**src/rtl/present80_round_ctrl.sv**
```systemverilog
// Iterative PRESENT-80 encryption controller: one round per clock over a 64-bit
// state and an 80-bit key register, with valid/ready handshakes on both sides.
module present80_round_ctrl #(
  parameter int unsigned ROUNDS = 31
) (
  input  logic        clk_i,
  input  logic        rst_ni,
  input  logic        in_valid_i,
  output logic        in_ready_o,
  input  logic [63:0] din_i,
  input  logic [79:0] key_i,
  output logic        out_valid_o,
  input  logic        out_ready_i,
  output logic [63:0] dout_o,
  output logic        busy_o
);

  localparam logic [4:0] LAST_RND = 5'(ROUNDS);

  typedef enum logic [1:0] {
    ST_IDLE = 2'd0,
    ST_RUN  = 2'd1,
    ST_DONE = 2'd2
  } fsm_e;

  fsm_e        fsm_q, fsm_d;
  logic [63:0] state_q, state_d;
  logic [79:0] key_q, key_d;
  logic [4:0]  rnd_q, rnd_d;

  function automatic logic [3:0] sbox4(input logic [3:0] x);
    logic [3:0] y;
    case (x)
      4'h0: y = 4'hC;
      4'h1: y = 4'h5;
      4'h2: y = 4'h6;
      4'h3: y = 4'hB;
      4'h4: y = 4'h9;
      4'h5: y = 4'h0;
      4'h6: y = 4'hA;
      4'h7: y = 4'hD;
      4'h8: y = 4'h3;
      4'h9: y = 4'hE;
      4'hA: y = 4'hF;
      4'hB: y = 4'h8;
      4'hC: y = 4'h4;
      4'hD: y = 4'h7;
      4'hE: y = 4'h1;
      default: y = 4'h2;
    endcase
    return y;
  endfunction

  // Round datapath: add round key, substitute, permute.
  logic [63:0] rk_xor;
  logic [63:0] sb_out;
  logic [63:0] p_out;

  assign rk_xor = state_q ^ key_q[79:16];

  for (genvar gi = 0; gi < 16; gi++) begin : g_sbox
    assign sb_out[4*gi +: 4] = sbox4(rk_xor[4*gi +: 4]);
  end

  for (genvar gi = 0; gi < 63; gi++) begin : g_perm
    localparam int DST = (16 * gi) % 63;
    assign p_out[DST] = sb_out[gi];
  end
  assign p_out[63] = sb_out[63];

  // Key schedule: rotate left by 61, s-box the top nibble, fold in the round counter.
  logic [79:0] key_rot;
  logic [79:0] key_ks;

  assign key_rot = {key_q[18:0], key_q[79:19]};
  assign key_ks  = {sbox4(key_rot[79:76]),
                    key_rot[75:20],
                    key_rot[19:15] ^ rnd_q,
                    key_rot[14:0]};

  always_ff @(posedge clk_i or negedge rst_ni) begin
    if (!rst_ni) begin
      fsm_q   <= ST_IDLE;
      state_q <= '0;
      key_q   <= '0;
      rnd_q   <= '0;
    end else begin
      fsm_q   <= fsm_d;
      state_q <= state_d;
      key_q   <= key_d;
      rnd_q   <= rnd_d;
    end
  end

  always_comb begin
    fsm_d   = fsm_q;
    state_d = state_q;
    key_d   = key_q;
    rnd_d   = rnd_q;
    case (fsm_q)
      ST_IDLE: begin
        if (in_valid_i) begin
          state_d = din_i;
          key_d   = key_i;
          rnd_d   = 5'd1;
          fsm_d   = ST_RUN;
        end
      end
      ST_RUN: begin
        state_d = p_out;
        key_d   = key_ks;
        if (rnd_q == LAST_RND) begin
          fsm_d = ST_DONE;
        end else begin
          rnd_d = rnd_q + 5'd1;
        end
      end
      ST_DONE: begin
        if (out_ready_i) begin
          fsm_d = ST_IDLE;
        end
      end
      default: begin
        fsm_d = ST_IDLE;
      end
    endcase
  end

  // Outputs decode only registered state; dout carries the final key whitening.
  assign in_ready_o  = (fsm_q == ST_IDLE);
  assign out_valid_o = (fsm_q == ST_DONE);
  assign busy_o      = (fsm_q == ST_RUN);
  assign dout_o      = rk_xor;

endmodule

```
**config.mk**
```make
export PLATFORM = sky130hd
export DESIGN_NAME = present80_round_ctrl
export DESIGN_NICKNAME = d
export VERILOG_FILES = /design/src/rtl/present80_round_ctrl.sv
export SDC_FILE = /design/constraint.sdc
export NUM_CORES = 1
export LEC_CHECK = 0
export BUFFER_PORTS_ARGS = -buffer_cell sky130_fd_sc_hd__clkbuf_2
export CAP_MARGIN = 30
export CORE_UTILIZATION = 50
export CTS_CLUSTER_SIZE = 28
export DETAILED_ROUTE_END_ITERATION = 12
export HOLD_SLACK_MARGIN = 0.12
export PLACE_DENSITY = 0.72
export SLEW_MARGIN = 20
export SYNTH_ARGS = -nofsm -noshare
export SYNTH_HDL_FRONTEND = slang
export SYNTH_SLANG_ARGS = --single-unit
```
**constraint.sdc**
```tcl
create_clock -name clk_i -period 4.4 [get_ports clk_i]
set_clock_uncertainty 0.1 [all_clocks]
set_input_delay 0.44 -clock clk_i [delete_from_list [all_inputs] [get_ports clk_i]]
set_output_delay 0.44 -clock clk_i [all_outputs]
set_load 0.01 [all_outputs]
```
==> results of run 1 <==
-- how the worst max path moves through the flow --
stage	to	slack [ns]	depth (start not counted)
3_5_place_dp	key_q[31]	1.97	5
6_report	busy_o	1.88	3
5_1_grt	key_q[20]	1.75	5
4_1_cts	busy_o	1.90	3
2_1_floorplan	state_q[28]	2.26	5
3_3_place_gp	key_q[53]	2.02	5
-- Yosys cell counts, types with 2 or more instances --
cell type    n  area (sq um)
buf_1        5          18.8
o211ai_1     8          60.1
ha_1        55           688
buf_2       16          80.1
a221o_1      5          50.1
nand3_1     10          50.1
xnor2_2      6          97.6
nor3b_1      2          15.0
a222oi_1     2          20.0
a21oi_1     49           245
xor2_4       2          55.1
nor2b_1     13          81.3
o21ai_0     16          80.1
clkbuf_1    44           165
xnor2_1     35           307
nor2_1     115           432
o22ai_1     51           319
mux4_1      11           289
a211oi_1     6          45.0
o221ai_1    16           140
o31ai_1      3          22.5
a211o_1      2          17.5
inv_2        6          22.5
xor2_1      48           420
a221oi_1     2          17.5
mux2i_1     31           310
mux2_2       9           101
nand2b_1     6          37.5
a31oi_1     79           494
o22a_1      27           236
dfrtp_1    151          3780
a22oi_1      2          15.0
nand2_1    180           676
mux4_2      18           405
a22o_1       4          35.0
inv_1       98           368
-- tightest hold or removal path: stages --
cell and delay [ns]:
clkbuf_2 0.08, nand2_1 0.04, a31oi_1 0.07
-- per-stage QoR --
stage / util (%) / area, sq um / hold slack [ns] / instances / worst slack [ns]
after detailed placement: 57.5 / 11600 / 0.388 / 1581 / 1.97
after floorplan: - / 10300 / 0.0444 / 1150 / 2.26
after global routing: 60.7 / 12300 / 0.145 / 1617 / 1.75
after CTS: 60.4 / 12200 / 0.128 / 1614 / 1.90
after global placement: 57.5 / 11600 / 0.390 / 1581 / 2.02
final: 60.7 / 12300 / 0.133 / 1617 / 1.88
-- area by class of cell --
type                       instances  area [sq um]
inverter                         104           392
multi-input combinational        829          5910
sequential                       151          3780
timing repair buffer             232          1280
tap                              270           338
clock inverter                    12           115
fill                            1774          7960
clock buffer                      19           453
-- layer usage --
metal	routed length [um]	global-route usage, %
met2	14800	47.4
met5	0	0
met1	13700	43.2
met3	3240	6.58
met4	1090	11.8
-- registers in the layout (all words and copies together) (netlist names) --
signal and cells:
key_q 80, fsm_q 2, state_q 64, rnd_q 5
-- cells by family (layout without fill, tap and decap cells) --
group,Yosys count,in the layout,share of synthesized area (%)
multiplexers,69,69,10.7
adder cells (fa/ha/maj),55,55,6.65
AO/OA/AOI/OAI,280,280,18.1
flip-flops,151,151,36.5
XOR/XNOR,92,92,8.66
AND/OR/NAND/NOR,333,333,12.9
buffers and inverters,170,367,6.44
-- repair_timing --
item / CTS / global route
endpoints found under the hold margin: 68 / 0
hold buffers: 2 / 0
endpoints found under the setup margin: 0 / 0
gates resized for setup: 0 / 0
==> metrics, run 1 <==
Worst Reg2Reg Path Length in Cells=5; setup TNS=0 ns; most common cell after layout, fill and taps aside=clkbuf_2; final hold violations=0; H-tree Lvls=4; Clock Latency Late Sink=~0.43 ns; residual DRC count=0; post-route ant nets=0; Worst path top cell family by delay=buffers and inverters; vias in the first global route=around 9000; yosys warns=0; Clk pin slew, worst setup/hold paths=0.07 ns; Worst slew margin=48.9%; Post-synth EDFFs=0; DRT Pass-1 Iters=6; Max Cap Violations=0; PortBufs=214; Final Max Slew Viols=0; crit path max fanout=33; GPL Wtd Cong=0.920; hold endpoint=key_q[1]; Die ar.=roughly 21000 sq um; commonest non-fill, non-tap cells in the layout=clkbuf_2, nand2_1, dfrtp_1, nor2_1, inv_1; RSZ-0062 raised after global routing=no; crit start category=register; Avg Cell Area, Syn=~9.0 sq um; num ports=roughly 220; initial antenna violation count=0; drt wl/cell=20.3 um; flops & latches, synth=~150; Max Root-Sink Buffers=2; Num CTS Buffers=17; Reg2Reg Capture Point=key_q[31]; final antenna diode count=0; DRT iter0 DRCs=around 850; leading register cell type out of synthesis=dfrtp_1; gr usage total=31.0%; wirelength, routed=32.8 mm; Area growth syn-to-layout=18.7%; Post-Syn Nets=1353; worst hold start=key_i[1]; Cell Area, Synth=around 10000 sq um; slowest CP cell=dfrtp_2; total number of vias=9563; first-pass GRT wire length=about 50 mm; CORE AREA=between 20000 and 25000 sq um; RR Startpoint=fsm_q[0]; CP Cell Sequence=nand2b_4, clkinv_2, clkbuf_2; Final period util=between 50% and 60%; std cell rows=52; gr ovfl total=0; fin nets=1538; sequential-to-total area share from yosys stat=36.5%; Worst Path Arrival=1.98 ns; Setup-failing EPs final=0; Tightest Pin Transition=0.764 ns; Die Ht=between 100 and 150 um; largest net degree at the start of global routing=94; Die X=146 um; DP HPWL=24.6 mm; Initial Utilization=between 50% and 60%; CTS sink count=151; min cycle time layout=~2.5 ns; Root Buffer=clkbuf_16; Max stage delay on crit path=roughly 0.64 ns; Worst Hold Class=in2reg; asr flop ratio synth=100%; Unique masters post-synth=53; Req. time, crit path=approximately 3.9 ns; Critical path origin=fsm_q[0]; kind of critical path=reg2out; flop2flop setup slack=1.93 ns; CTS tree=yes; via/cell ratio=roughly 6; Synth Instances=1150; CP Capture Type=output port; ratio of cells with drive above 1 in the final layout=between 20% and 30%; Worst Path Buf+Inv=2; fmax=397 MHz; postcts setup bufs=0; Hold Path Stages=3; status=complete, no violations
Power of run 1 is left out: the tool's default activity adds up to more than one toggle a clock period on the data nets, which glitch-free logic cannot reach.
==> run 2, diff against run 1 <==
Settings changed: PLACE_DENSITY 0.72 to 0.75.
Clock period 4.4 ns to 2.2 ns, I/O delays scaled along.
==> run 2 against run 1 <==
Utilization rose by 8.8 points. First-iteration DRC count rose by 30%. Clock-buffer cell count grew 2. Global-route usage grew 4.3 points. Register-to-register slack lost 1.8 ns. Sequential share of layout area down 3.9 points. Setup slack got worse by 1.8 ns. Flip-flop and latch count is the same. Non-clock buffer count rose by 180.
==> metrics, run 2 (synthesized netlist as in run 1, its figures left out) <==
hold endpoint=state_q[15]; Initial Utilization=51.1% (unchanged); DP HPWL=26.4 mm (+7.5%); Clk pin slew, worst setup/hold paths=0.06 ns (about the same); postcts setup bufs=0 (unchanged); Max Root-Sink Buffers=2 (unchanged); Worst Hold Class=in2reg; GPL Wtd Cong=0.963 (+4.7%); Final Max Slew Viols=0 (unchanged); CP Capture Type=register; Worst Path Arrival=2.31 ns (+0.33 ns); PortBufs=214 (unchanged); via/cell ratio=5.90 (-0.27%); Req. time, crit path=2.41 ns (-1.45 ns); Area growth syn-to-layout=35.9%; final hold violations=0 (unchanged); Num CTS Buffers=17 (unchanged); drt wl/cell=20.8 um (+2.6%); commonest non-fill, non-tap cells in the layout=clkbuf_2, nand2_1, dfrtp_1, dlygate4sd3_1, nor2_1; max FFs per register=80 (unchanged); min cycle time layout=2.10 ns; RR Startpoint=key_q[45]; crit start category=register; worst hold start=din_i[15]; Tightest Pin Transition=0.735 ns (-0.0291 ns); largest net degree at the start of global routing=94 (unchanged); Die ar.=21300 sq um (unchanged); Worst slew margin=50.9% (+2.0 points); residual DRC count=0 (unchanged); final antenna diode count=0 (unchanged); std cell rows=52 (unchanged); Worst Reg2Reg Path Length in Cells=6 (+1); Max Cap Violations=0 (unchanged); Hold Path Stages=4 (+1); Reg with most FFs=key_q; Die Ht=146 um (unchanged); num ports=215 (unchanged); wirelength, routed=37.4 mm (+14%); Die X=146 um (unchanged); Root Buffer=clkbuf_16; Setup-failing EPs final=0 (unchanged); H-tree Lvls=4 (unchanged); ratio of cells with drive above 1 in the final layout=24.2% (+1.2 points); first-pass GRT wire length=56.8 mm (+13%); fin nets=1718 (+12%); CORE AREA=20200 sq um (unchanged); Final period util=95.2%; gr ovfl total=0 (unchanged); Reg2Reg Capture Point=state_q[39]; DRT Pass-1 Iters=6 (unchanged); CTS sink count=151 (unchanged); status=complete, no violations; fmax=477 MHz; post-route ant nets=0 (unchanged); initial antenna violation count=0 (unchanged); most common cell after layout, fill and taps aside=clkbuf_2; kind of critical path=reg2reg; Clock Latency Late Sink=0.43 ns (about the same); CTS tree=yes; DRT iter0 DRCs=1101 (+30%); vias in the first global route=10263 (+14%); setup TNS=0 ns (unchanged); RSZ-0062 raised after global routing=no; leading registers by flop count=key_q: 80 flops, state_q: 64 flops, rnd_q: 5 flops; flop2flop setup slack=0.10 ns (-1.83 ns); crit path max fanout=5 (-85%); total number of vias=10593 (+11%); gr usage total=35.3% (+4.3 points)
-- run 2: cell type report --
class	count	area (sq um)
Clock buffer	21	460
Inverter	104	392
Timing Repair Buffer	412	2960
Clock inverter	9	150
Sequential cell	151	3780
Fill cell	1497	6180
Tap cell	270	338
Multi-Input combinational cell	829	5970
-- run 2: repair_timing --
item | CTS | global route
resized for setup | 0 | 10
setup endpoints to repair | 0 | 8
hold buffers | 129 | 0
endpoints found under the hold margin | 232 | 0
-- run 2: worst max path at each step --
| stage | start | end | slack, ns |
|---|---|---|---|
| after global routing | key_q[45] | state_q[39] | 0.001 |
| after detailed placement | state_q[29] | state_q[39] | 0.04 |
| final | key_q[45] | state_q[39] | 0.10 |
| after global placement | key_q[37] | state_q[37] | 0.11 |
| after floorplan | state_q[48] | state_q[28] | 0.06 |
| after CTS | state_q[29] | state_q[39] | 0.02 |
-- run 2: per-layer routing --
| layer | vias up | track usage [%] | share of wire, % |
|---|---|---|---|
| li1 | 4767 | - | - |
| met1 | 5071 | 45.6 | 39 |
| met2 | 653 | 57.0 | 47 |
| met3 | 102 | 7.40 | 10 |
| met4 | 0 | 16.3 | 4.1 |
| met5 | - | 0 | 0 |
-- run 2: critical path, cell delays in order, from the launching register on --
cell and delay (ns):
dfrtp_1 0.44, xnor2_2 0.24, inv_1 0.14, ha_1 0.31
mux4_2 0.46, a222oi_1 0.23, inv_1 0.07
-- run 2: through the flow --
step / util [%] / area (sq um) / setup slack, ns / hold slack [ns] / std cells
2_1_floorplan: - / 10300 / 0.0626 / -0.176 / 1150
3_3_place_gp: 59.7 / 12100 / 0.108 / 0.103 / 1637
3_5_place_dp: 59.7 / 12100 / 0.0360 / 0.100 / 1637
4_1_cts: 69.1 / 14000 / 0.0240 / 0.121 / 1796
5_1_grt: 69.5 / 14100 / 0.00122 / 0.144 / 1796
6_report: 69.5 / 14100 / 0.105 / 0.126 / 1796
Power of run 2 is left out for the same reason.
==> run 3, diff against run 2 <==
Settings changed: CORE_UTILIZATION 50 to 40, PLACE_DENSITY 0.75 to 0.62.
==> run 3 against run 2 <==
Final cell count is 3.9% higher. First-iteration DRC count is 27% lower. Routed wire length is 2.8% higher. Sequential share of layout area is 0.32 points lower. Clock-buffer cell count is 4 lower. Design area is 1.1% higher. Critical path type unchanged. Critical endpoint is now state_q[28]. Largest cell class unchanged. Highest routed layer unchanged.
==> metrics, run 3 (synthesized netlist as in run 1, its figures left out) <==
Hold Path Stages=4 (unchanged); fin nets=1726 (+0.47%); Setup-failing EPs final=0 (unchanged); Req. time, crit path=2.42 ns (about the same); total number of vias=10372 (-2.1%); switch share=between 40% and 50%; kind of critical path=reg2reg; Reg2Reg Capture Point=state_q[28]; most common cell after layout, fill and taps aside=clkbuf_2; residual DRC count=0 (unchanged); Reg power frac=a little over a fifth; std cell rows=58 (+12%); ratio of cells with drive above 1 in the final layout=24.2% (-0.027 points); via/cell ratio=5.56 (-5.8%); leakage=6.82 nW; Max stage delay on crit path=0.50 ns (+0.04 ns); Hold Worst Slack=0.130 ns (+0.00485 ns); Clock Latency Late Sink=0.44 ns (about the same); Sw Pwr=14.6 mW; final core occ=56.3% (-13 points); Num CTS Buffers=17 (unchanged); crit path max fanout=4 (-1); postcts setup bufs=0 (unchanged); commonest non-fill, non-tap cells in the layout=clkbuf_2, nand2_1, dfrtp_1, dlygate4sd3_1, nor2_1; # fillers=2280 (+52%); status=complete, no violations; gr ovfl total=0 (unchanged); vias in the first global route=10199 (-0.62%); setup TNS=0 ns (unchanged); drt wl/cell=20.6 um (-1.1%); first-pass GRT wire length=58.4 mm (+2.7%); Die X=163 um (+12%); CTS sink count=151 (unchanged); Logic pwr share=68.7%; worst slack at placement=0.0733 ns (+0.0373 ns); wirelength, routed=38.4 mm (+2.8%); peak supply drop=0.00112 V; max FFs per register=80 (unchanged); power density over the cells=2150 nW/um^2; worst hold start=din_i[12]; final antenna diode count=0 (unchanged); Reg with most FFs=key_q; num ports=215 (unchanged); Area growth syn-to-layout=37.4%; final setup margin=0.0592 ns (-0.0458 ns); RSZ-0062 raised after global routing=no; gr usage total=29.6% (-5.7 points); initial antenna violation count=0 (unchanged); H-tree Lvls=4 (unchanged); Max Root-Sink Buffers=2 (unchanged); slowest CP cell=mux4_1; Root Buffer=clkbuf_16; DRT iter0 DRCs=799 (-27%); Die Ht=163 um (+12%); RR Startpoint=key_q[65]; hold endpoint=state_q[12]; CP Capture Type=register; CORE AREA=25300 sq um (+25%); Initial Utilization=40.9% (-10 points); Final Max Slew Viols=0 (unchanged); Worst Reg2Reg Path Length in Cells=5 (-1); Sequential cell area=3780 sq um (about the same); crit start category=register; Power Internal=16.0 mW; Worst Path Arrival=2.36 ns (+0.05 ns); leading registers by flop count=key_q: 80 flops, state_q: 64 flops, rnd_q: 5 flops; Final Power=30.6 mW; Worst Hold Class=in2reg; CP Cell Sequence=xor2_1, ha_1, inv_1, mux4_1, a221o_1; Clk pin slew, worst setup/hold paths=0.07 ns (about the same); Final period util=97.3% (+2.1 points); CTS tree=yes; post-route ant nets=0 (unchanged); largest net degree at the start of global routing=74 (-21%); Worst slew margin=51.5% (+0.56 points); Max Cap Violations=0 (unchanged); Tightest Pin Transition=0.726 ns (-0.00833 ns); DRT Pass-1 Iters=6 (unchanged); Clock power frac=10.1%; flop2flop setup slack=0.06 ns (-0.05 ns); GPL Wtd Cong=0.935 (-2.9%); final hold violations=0 (unchanged); min cycle time layout=2.14 ns (+0.0458 ns); Multi-input gate area=5960 sq um (-0.13%); DP HPWL=28.5 mm (+8.0%); PortBufs=214 (unchanged); Die ar.=26500 sq um (+25%); fmax=467 MHz (-2.1%)
==> run 3: layout make-up <==
type	count	area share [%]
Multi-Input combinational cell	829	41.9
Tap cell	330	2.91
Timing Repair Buffer	420	21.5
Clock inverter	15	1.29
Inverter	104	2.76
Clock buffer	17	2.99
Sequential cell	151	26.6
==> run 3: power by group through the flow <==
stage               Sequential, mW  Clock (mW)  Combinational, mW
CTS                           6.36        3.12               20.9
detailed placement            6.41           0               20.5
global placement              6.35           0               20.0
floorplan                     5.66           0               14.0
finish                        6.47        3.08               21.0
global route                  6.61        3.24               23.1
==> run 3: worst max-delay path: cells and delay by family, from the launching register on <==
| kind | cells | cell delay, ns |
|---|---|---|
| compound gates | 1 | 0.34 |
| xor+xnor | 1 | 0.32 |
| fa+ha+maj | 1 | 0.23 |
| buf+inv | 1 | 0.05 |
| flops | 1 | 0.47 |
| mux | 1 | 0.50 |
==> run 3: how the worst max path moves through the flow <==
stage	start	to	slack, ns
after CTS	key_q[37]	state_q[37]	0.06
after detailed placement	key_q[37]	state_q[37]	0.07
after floorplan	state_q[48]	state_q[28]	0.06
after global placement	key_q[37]	state_q[37]	0.12
after global routing	state_q[29]	state_q[39]	0.001
final	key_q[65]	state_q[28]	0.06
==> run 3: timing repair <==
item,CTS,global route
endpoints found under the hold margin,286,0
hold buffers,136,0
gates resized for setup,1,7
endpoints found under the setup margin,1,7
==> run 3: metrics by stage <==
| stage | cell area, sq um | instances |
|---|---|---|
| 2_1_floorplan | 10300 | 1150 |
| 3_3_place_gp | 12200 | 1698 |
| 3_5_place_dp | 12200 | 1698 |
| 4_1_cts | 14200 | 1866 |
| 5_1_grt | 14200 | 1866 |
| 6_report | 14200 | 1866 |
==> run 3: routing by layer <==
layer / up-vias / GRT usage, % / routed length (um)
met5: - / 0 / 0
met3: 71 / 6.57 / 3390
met2: 493 / 46.2 / 17400
met4: 0 / 11.8 / 1410
met1: 5013 / 39.8 / 16200
li1: 4795 / - / -
Note: power is estimated with default switching activity, not from simulation.
